## src/rtl/swc_sequencer.sv

```systemverilog
// Host-side initiator for the Swc: expands one load/run request into the LD0/LD1/LD2[/CCU|CCD] stream.
// Optional WAIT watchdog is compiled in when SWC_SEQ_TIMEOUT_EN is defined.

`ifndef Swc_NOP
`define Swc_NOP 4'h0
`endif
`ifndef Swc_LD0
`define Swc_LD0 4'h1
`endif
`ifndef Swc_LD1
`define Swc_LD1 4'h2
`endif
`ifndef Swc_LD2
`define Swc_LD2 4'h3
`endif
`ifndef Swc_CCU
`define Swc_CCU 4'h4
`endif
`ifndef Swc_CCD
`define Swc_CCD 4'h5
`endif

module swc_sequencer #(
    parameter logic [15:0] TimeoutCycles = 16'd1024
) (
    input  logic        clock,
    input  logic        reset,
    input  logic [1:0]  cmd,
    input  logic [23:0] value,
    input  logic        cmd_valid,
    output logic        cmd_ready,
    input  logic        abort,
    input  logic        swc_ready,
    output logic [11:0] inst,
    output logic        inst_en,
    output logic        done,
    output logic        aborted,
    output logic        busy
);

    typedef enum logic [2:0] {
        S_IDLE,
        S_LD0,
        S_LD1,
        S_LD2,
        S_GO,
        S_WAIT,
        S_STOP
    } state_t;

    localparam logic [1:0] CMD_SET  = 2'b00;
    localparam logic [1:0] CMD_RUND = 2'b10;
    localparam logic [1:0] CMD_RSVD = 2'b11;

    state_t      state_reg, state_next;
    logic [1:0]  cmd_reg, cmd_next;
    logic [23:0] value_reg, value_next;
    logic        grace_reg, grace_next;
    logic [11:0] inst_next;
    logic        inst_en_next;
    logic        done_next;
    logic        aborted_next;
    logic        timeout_hit;

`ifdef SWC_SEQ_TIMEOUT_EN
    logic [15:0] wd_reg, wd_next;

    always_comb begin
        wd_next = wd_reg;
        if (state_reg == S_GO) begin
            wd_next = '0;
        end else if (state_reg == S_WAIT) begin
            wd_next = wd_reg + 16'd1;
        end
    end

    // Fires on the edge that completes the TimeoutCycles-th WAIT cycle.
    assign timeout_hit = (state_reg == S_WAIT) && (wd_reg == TimeoutCycles - 16'd1);

    always_ff @(posedge clock or posedge reset) begin
        if (reset) begin
            wd_reg <= '0;
        end else begin
            wd_reg <= wd_next;
        end
    end
`else
    logic unused_timeout;
    assign unused_timeout = ^TimeoutCycles;
    assign timeout_hit    = 1'b0;
`endif

    always_comb begin
        state_next   = state_reg;
        cmd_next     = cmd_reg;
        value_next   = value_reg;
        grace_next   = 1'b0;
        inst_next    = {`Swc_NOP, 8'h00};
        inst_en_next = 1'b0;
        done_next    = 1'b0;
        aborted_next = 1'b0;
        case (state_reg)
            S_IDLE: begin
                if (cmd_valid && cmd_ready) begin
                    if (cmd == CMD_RSVD) begin
                        done_next    = 1'b1;
                        aborted_next = 1'b1;
                    end else begin
                        cmd_next     = cmd;
                        value_next   = value;
                        state_next   = S_LD0;
                        inst_next    = {`Swc_LD0, value[7:0]};
                        inst_en_next = 1'b1;
                    end
                end
            end
            S_LD0: begin
                state_next   = S_LD1;
                inst_next    = {`Swc_LD1, value_reg[15:8]};
                inst_en_next = 1'b1;
            end
            S_LD1: begin
                state_next   = S_LD2;
                inst_next    = {`Swc_LD2, value_reg[23:16]};
                inst_en_next = 1'b1;
            end
            S_LD2: begin
                if (cmd_reg == CMD_SET) begin
                    state_next = S_IDLE;
                    done_next  = 1'b1;
                end else begin
                    state_next   = S_GO;
                    inst_next    = {(cmd_reg == CMD_RUND) ? `Swc_CCD : `Swc_CCU, 8'h00};
                    inst_en_next = 1'b1;
                end
            end
            S_GO: begin
                // First WAIT cycle ignores swc_ready while the Swc drops it.
                state_next = S_WAIT;
                grace_next = 1'b1;
            end
            S_WAIT: begin
                if (abort) begin
                    state_next   = S_STOP;
                    inst_en_next = 1'b1;
                end else if (!grace_reg && swc_ready) begin
                    state_next = S_IDLE;
                    done_next  = 1'b1;
                end else if (timeout_hit) begin
                    state_next   = S_STOP;
                    inst_en_next = 1'b1;
                end
            end
            S_STOP: begin
                state_next   = S_IDLE;
                done_next    = 1'b1;
                aborted_next = 1'b1;
            end
            default: begin
                state_next = S_IDLE;
            end
        endcase
    end

    always_ff @(posedge clock or posedge reset) begin
        if (reset) begin
            state_reg <= S_IDLE;
            cmd_reg   <= CMD_SET;
            value_reg <= '0;
            grace_reg <= 1'b0;
            inst      <= {`Swc_NOP, 8'h00};
            inst_en   <= 1'b0;
            done      <= 1'b0;
            aborted   <= 1'b0;
            busy      <= 1'b0;
            cmd_ready <= 1'b1;
        end else begin
            state_reg <= state_next;
            cmd_reg   <= cmd_next;
            value_reg <= value_next;
            grace_reg <= grace_next;
            inst      <= inst_next;
            inst_en   <= inst_en_next;
            done      <= done_next;
            aborted   <= aborted_next;
            busy      <= (state_next != S_IDLE);
            // Held low during the done cycle so the next accept lands one cycle later.
            cmd_ready <= (state_next == S_IDLE) && !done_next;
        end
    end

endmodule

```

## config.mk

```make
export PLATFORM = sky130hd
export DESIGN_NAME = swc_sequencer
export DESIGN_NICKNAME = d
export VERILOG_FILES = /design/src/rtl/swc_sequencer.sv
export SDC_FILE = /design/constraint.sdc
export NUM_CORES = 1
export LEC_CHECK = 0
export BUFFER_PORTS_ARGS = -buffer_cell sky130_fd_sc_hd__buf_2
export CAP_MARGIN = 25
export CORE_MARGIN = 1
export CORE_UTILIZATION = 50
export CTS_CLUSTER_DIAMETER = 40
export DETAILED_ROUTE_END_ITERATION = 10
export PLACE_DENSITY = 0.82
export SLEW_MARGIN = 25
export SYNTH_ARGS = -nofsm -noshare
export SYNTH_HDL_FRONTEND = slang
export SYNTH_SLANG_ARGS = --single-unit
export TNS_END_PERCENT = 10
```

## constraint.sdc

```tcl
create_clock -name clock -period 2.1 [get_ports clock]
set_clock_uncertainty 0.2 [all_clocks]
set_input_delay 0.315 -clock clock [delete_from_list [all_inputs] [get_ports clock]]
set_output_delay 0.315 -clock clock [all_outputs]
set_load 0.01 [all_outputs]
```

==> results of run 1 <==
-- per-stage QoR --
stage | util [%] | total power [mW]
2_1_floorplan | - | 1.89
3_3_place_gp | 63.7 | 2.13
3_5_place_dp | 63.9 | 2.19
4_1_cts | 70.7 | 2.55
5_1_grt | 70.7 | 2.73
6_report | 70.7 | 2.53
-- cell usage after synthesis --
| cell type | count | area share [%] |
|---|---|---|
| dfrtp_1 | 37 | 59 |
| mux2_1 | 17 | 12 |
| a222oi_1 | 8 | 5.1 |
| inv_1 | 8 | 1.9 |
| nor2_1 | 7 | 1.7 |
| buf_6 | 3 | 2.2 |
| nand2_1 | 3 | 0.72 |
| nor2b_1 | 3 | 1.2 |
| buf_4 | 2 | 0.96 |
| nand2b_1 | 2 | 0.80 |
| nand3b_1 | 2 | 0.96 |
| o21ai_0 | 2 | 0.64 |
| a211o_1 | 1 | 0.56 |
| a21o_1 | 1 | 0.48 |
| a311o_1 | 1 | 0.64 |
| buf_2 | 1 | 0.32 |
| clkbuf_1 | 1 | 0.24 |
| conb_1 | 1 | 0.24 |
| dfstp_2 | 1 | 1.7 |
| nand4bb_1 | 1 | 0.72 |
| nand4bb_4 | 1 | 1.8 |
| nor3_1 | 1 | 0.32 |
| nor3b_1 | 1 | 0.48 |
| nor3b_2 | 1 | 0.80 |
| nor3b_4 | 1 | 1.2 |
| o31ai_1 | 1 | 0.48 |
| or2_2 | 1 | 0.40 |
| or3_1 | 1 | 0.40 |
| or4_1 | 1 | 0.48 |
| or4bb_1 | 1 | 0.72 |
-- power groups by stage --
stage | combinational (mW) | clock, mW | sequential, mW
after CTS | 0.994 | 0.347 | 1.20
after floorplan | 0.633 | 0 | 1.25
after detailed placement | 0.971 | 0 | 1.22
after global placement | 0.925 | 0 | 1.20
final | 0.989 | 0.336 | 1.21
after global routing | 1.10 | 0.388 | 1.24
-- critical path: stages (launching register included) --
cell and delay [ns]:
dfrtp_1 0.40, buf_4 0.17, nand4bb_4 0.24, nor3b_4 0.23, buf_12 0.21, mux2_1 0.35
-- how the worst max path moves through the flow --
stage | startpoint | endpoint | slack (ns) | depth (start not counted)
floorplan | state_reg[0] | cmd_reg[0] | 0.32 | 5
global placement | state_reg[2] | cmd_ready | 0.14 | 4
detailed placement | state_reg[0] | value_reg[15] | 0.19 | 5
CTS | state_reg[0] | value_reg[15] | 0.17 | 5
global route | state_reg[0] | value_reg[15] | 0.09 | 5
finish | state_reg[0] | value_reg[15] | 0.18 | 5
-- cell type report --
| class | count | area [µm²] |
|---|---|---|
| Fill cell | 197 | 835 |
| Timing Repair Buffer | 66 | 430 |
| Sequential cell | 38 | 952 |
| Clock buffer | 7 | 45.0 |
| Inverter | 8 | 30.0 |
| Tap cell | 31 | 38.8 |
| Multi-Input combinational cell | 59 | 522 |
-- cell families (layout without fill, tap and decap cells) --
family | count (synthesis) | in the layout | synth area share (%)
other | 1 | 1 | 0.241
flip-flops | 38 | 38 | 61.2
buffers and inverters | 15 | 81 | 5.63
multiplexers | 17 | 17 | 12.3
AO/OA/AOI/OAI | 14 | 14 | 7.96
AND/OR/NAND/NOR | 27 | 27 | 12.7
-- routing by layer --
| metal | wire length (µm) | part of all wire, % | vias up |
|---|---|---|---|
| met5 | 0 | 0 | - |
| met4 | 57 | 1.9 | 0 |
| met3 | 165 | 5.6 | 8 |
| met2 | 1490 | 50 | 50 |
| met1 | 1250 | 42 | 566 |
| li1 | - | - | 529 |
-- repair_timing --
item	4_1_cts	5_1_grt
hold endpoints to repair	51	0
hold buffers	15	0
resized for setup	0	0
-- placed cells by master, fill, tap and decap left out --
cell	n
nor3_1	1
or4_1	1
or3_1	1
buf_2	46
nand2b_1	2
clkbuf_1	2
conb_1	1
a211o_1	1
nand3b_1	2
dlygate4sd3_1	15
buf_4	4
o21ai_0	2
buf_12	1
dfrtp_1	37
nor3b_4	1
mux2_1	17
dfstp_2	1
nor2b_1	3
nor3b_2	2
clkbuf_4	5
nand4bb_4	1
inv_1	8
nand4bb_1	1
or2_2	1
or4bb_1	1
a21o_1	1
o31ai_1	1
a222oi_1	8
nand2_1	3
nor2_1	7
a311o_1	1
==> run metrics, run 1 <==
sequential power share 47.7%; total negative setup slack 0 ns; P per Cell Area 1250 mW/mm²; fin area 0.00202 mm²; Worst R2R End value_reg[15]; sequential fraction of the synthesis area 61.2%; RSZ-0062 raised after global routing false; Tightest Hold Check Type input port to register; # IOs 48; CP max FO 31; Int Pwr 1.69 mW; gr ovfl total 0; die height 57.8 µm; num rows 19; proportion of layout cells with a drive suffix above 1 34.8%; clock-pin slew on the worst setup and hold paths 0.10 ns; post-place instance area 0.00182 mm²; Die X 57.8 µm; Final WS setup 0.185 ns; iteration count of the initial detailed-routing pass 10; Worst-Margin Slew 0.659 ns; initial drt markers 65; CTS Root Buffer Type clkbuf_4; Tot GR Track Use 20.3%; Max IR drop VDD 0.705 mV; Crit. End Element register; max FFs per register 16; Antenna Violating Nets Remaining 0; origin of the worst min-delay path cmd[1]; NetSw 0.841 mW; worst r2r path cells 5; Die Footprint 0.00334 mm²; Lkg Pwr 1.04 nW; Place WS 0.192 ns; startpoint types register; CTS tree done; synthesis-to-finish area growth 29.7%; initial antenna violation count 0; worst endpoint required time 2.11 ns; Tmin final 1.92 ns; Final setup viols 0; met1 Use GR 24.9%; Final #Nets 209; register bit total from synthesis 38; status complete, but fails checks; Remaining DRCs 4; synth warn 0; combinational group share of total power 39.1%; initial core utilization 54.6%; M3 GR Usage 7.59%; Clock Tree Buf Depth 2; fin cells 209; switching share of power 33.2%; H-tree depth 2; Worst EP arrival 1.93 ns; Netlist cell types 30; CTS Buf Count 5; hold depth 3; Worst slew margin 55.8%; maximum capacitance violations 0; Clk pwr share 13.3%; final antenna diode count 0; Gate Count Post-Synth 112; post-CTS setup buffer count 0; Slew Viols, Final 0; largest net degree at the start of global routing 39; Final HPWL DP 1960 µm; violations in the final reports DRC; DR vias 1,153; highest clock rate 522 MHz; reg2reg setup slack 0.18 ns; CORE AREA 0.00285 mm²; Fin Hold WS 0.0126 ns; Avg Vias per Cell 5.52; Placed Instances 187; Most Crowded Layer GR met2; Tcrit/Tclk final 91.2%; gpl congestion 0.800; GRT met2 Usage 31.9%; r2r startpoint state_reg[0]; clk_lat worst skew 0.33 ns; clk sinks 38; Worst Hold End cmd_reg[1]; Mean Syn Cell Area 13.9 µm²; Hold Vio Cnt, Final 0; first-pass GRT wire length 4970 µm; number of port buffers 46; vias in the first global route 1,159; routed len/inst 14.2 µm; syn_nets 143; worst setup path class register to register; Netlist Area Pre-Place 0.00156 mm²; final wirelength 2960 µm
(Power assumes the default switching activity.)
==> run 2: changes to the inputs <==
==> constraint.sdc (replaced) <==
create_clock -name clock -period 2.2 [get_ports clock]
set_clock_uncertainty 0.2 [all_clocks]
set_input_delay 0.33 -clock clock [delete_from_list [all_inputs] [get_ports clock]]
set_output_delay 0.33 -clock clock [all_outputs]
set_load 0.01 [all_outputs]
==> run metrics, run 2 (synthesized netlist as in run 1, its figures left out) <==
overall power 2.41 mW (-4.7%); Die X 57.8 µm (unchanged); CP max FO 31 (unchanged); final wirelength 2850 µm (-3.8%); commonest non-fill, non-tap cell in the layout buf_2; worst endpoint required time 2.22 ns (+0.11 ns); die height 57.8 µm (unchanged); gr ovfl total 0 (unchanged); worst setup path class register to register; status complete, but fails checks; H-tree depth 2 (unchanged); Final #Nets 205 (-1.9%); origin of the worst min-delay path value[13]; CORE AREA 0.00285 mm² (unchanged); violations in the final reports DRC; commonest non-fill, non-tap cells in the layout buf_2 (46), dfrtp_1 (37), mux2_1 (17); P per Cell Area 1220 mW/mm² (-2.8%); vias in the first global route 1,099 (-5.2%); first-pass GRT wire length 4690 µm (-5.8%); Place WS 0.292 ns (+0.100 ns); Worst-Margin Slew 0.665 ns (+0.00540 ns); Clock Tree Buf Depth 2 (unchanged); Crit. Startpoint state_reg[0]; Final HPWL DP 1960 µm (unchanged); Final WS setup 0.287 ns (+0.103 ns); routed len/inst 13.9 µm (-1.9%); Slew Viols, Final 0 (unchanged); highest clock rate 523 MHz (+0.14%); Tightest Hold Check Type input port to register; Clk pwr share 13.3% (about the same); clk_lat worst skew 0.33 ns (about the same); CTS Root Buffer Type clkbuf_4; num rows 19 (unchanged); Tot GR Track Use 19.1% (-1.2 points); Final setup viols 0 (unchanged); Remaining DRCs 4 (unchanged); switching share of power 33.3% (+0.046 points); clock-pin slew on the worst setup and hold paths 0.10 ns (about the same); synthesis-to-finish area growth 27.1%; total negative setup slack 0 ns (unchanged); worst r2r path cells 5 (unchanged); Tcrit/Tclk final 86.9% (-4.3 points); post-CTS setup buffer count 0 (unchanged); NetSw 0.803 mW (-4.6%); Antenna Violating Nets Remaining 0 (unchanged); Int Pwr 1.61 mW (-4.8%); DR vias 1,128 (-2.2%); Die Footprint 0.00334 mm² (unchanged); max FFs per register 16 (unchanged); sequential power share 47.8% (about the same); proportion of layout cells with a drive suffix above 1 35.6% (+0.80 points); RSZ-0062 raised after global routing false; fin cells 205 (-1.9%); Sequential Area 952 µm² (unchanged); initial core utilization 54.6% (unchanged); gpl congestion 0.800 (unchanged); Worst EP arrival 1.93 ns (about the same); area occupied by multi-input gates 522 µm² (unchanged); Max IR drop VDD 0.680 mV (-3.6%); iteration count of the initial detailed-routing pass 8 (-2); CTS Buf Count 5 (unchanged); Fill cells 199 (+1.0%); initial drt markers 63 (-3.1%); r2r startpoint state_reg[0]; startpoint types register; largest net degree at the start of global routing 39 (unchanged); maximum capacitance violations 0 (unchanged); clk sinks 38 (unchanged); Placed Instances 187 (unchanged); Hold Vio Cnt, Final 0 (unchanged); hold depth 2 (-1); combinational group share of total power 38.9% (-0.2 points); final antenna diode count 0 (unchanged); Avg Vias per Cell 5.50 (-0.26%); Worst slew margin 55.5% (-0.36 points); number of port buffers 46 (unchanged); CTS tree done; Lkg Pwr 1.02 nW (-1.6%); Crit. End Element register; initial antenna violation count 0 (unchanged); # IOs 48 (unchanged); Tmin final 1.91 ns (-0.00268 ns); Fin Hold WS 0.00937 ns (-0.00319 ns)
run 2: final cells by class:
| cell class | instances | share of cell area (%) |
|---|---|---|
| Sequential cell | 38 | 48.1 |
| Tap cell | 31 | 1.96 |
| Inverter | 8 | 1.52 |
| Clock buffer | 7 | 2.28 |
| Timing Repair Buffer | 62 | 19.7 |
| Multi-Input combinational cell | 59 | 26.4 |
run 2: layer usage:
| layer | routed length (µm) | vias to the layer above | part of all wire, % | global-route usage (%) |
|---|---|---|---|---|
| met5 | 0 | - | 0 | 0 |
| met4 | 48 | 0 | 1.7 | 10.2 |
| met3 | 199 | 6 | 7.0 | 7.59 |
| met2 | 1410 | 55 | 49 | 29.1 |
| met1 | 1200 | 546 | 42 | 23.6 |
| li1 | - | 521 | - | - |
run 2: critical path: stages (launching register included):
cell	delay (ns)
dfrtp_1	0.40
buf_4	0.17
nand4bb_4	0.24
nor3b_4	0.23
buf_12	0.21
mux2_1	0.34
run 2: worst paths after layout:
path | to | slack [ns]
setup / recovery | value_reg[15] | 0.29
hold / removal | value_reg[13] | 0.009
setup reg to reg | value_reg[15] | 0.29
hold reg to reg | value_reg[22] | 0.30
max in group asynchronous | cmd_ready | 1.01
min in group asynchronous | cmd_reg[1] | 0.44
run 2: timing repair:
item	in CTS	in global routing
gates resized for setup	0	0
endpoints found under the hold margin	42	5
hold buffers	6	5
run 2: power groups by stage:
stage | Sequential [mW] | Clock (mW) | Combinational, mW
detailed placement | 1.16 | 0 | 0.927
global placement | 1.15 | 0 | 0.883
CTS | 1.15 | 0.331 | 0.937
floorplan | 1.20 | 0 | 0.604
global route | 1.18 | 0.366 | 1.05
finish | 1.15 | 0.320 | 0.939
run 2: stage by stage:
step | utilization [%] | instance area [µm²]
detailed placement | 63.9 | 1820
finish | 69.3 | 1980
floorplan | - | 1560
global placement | 63.7 | 1820
global route | 69.3 | 1980
CTS | 67.6 | 1930
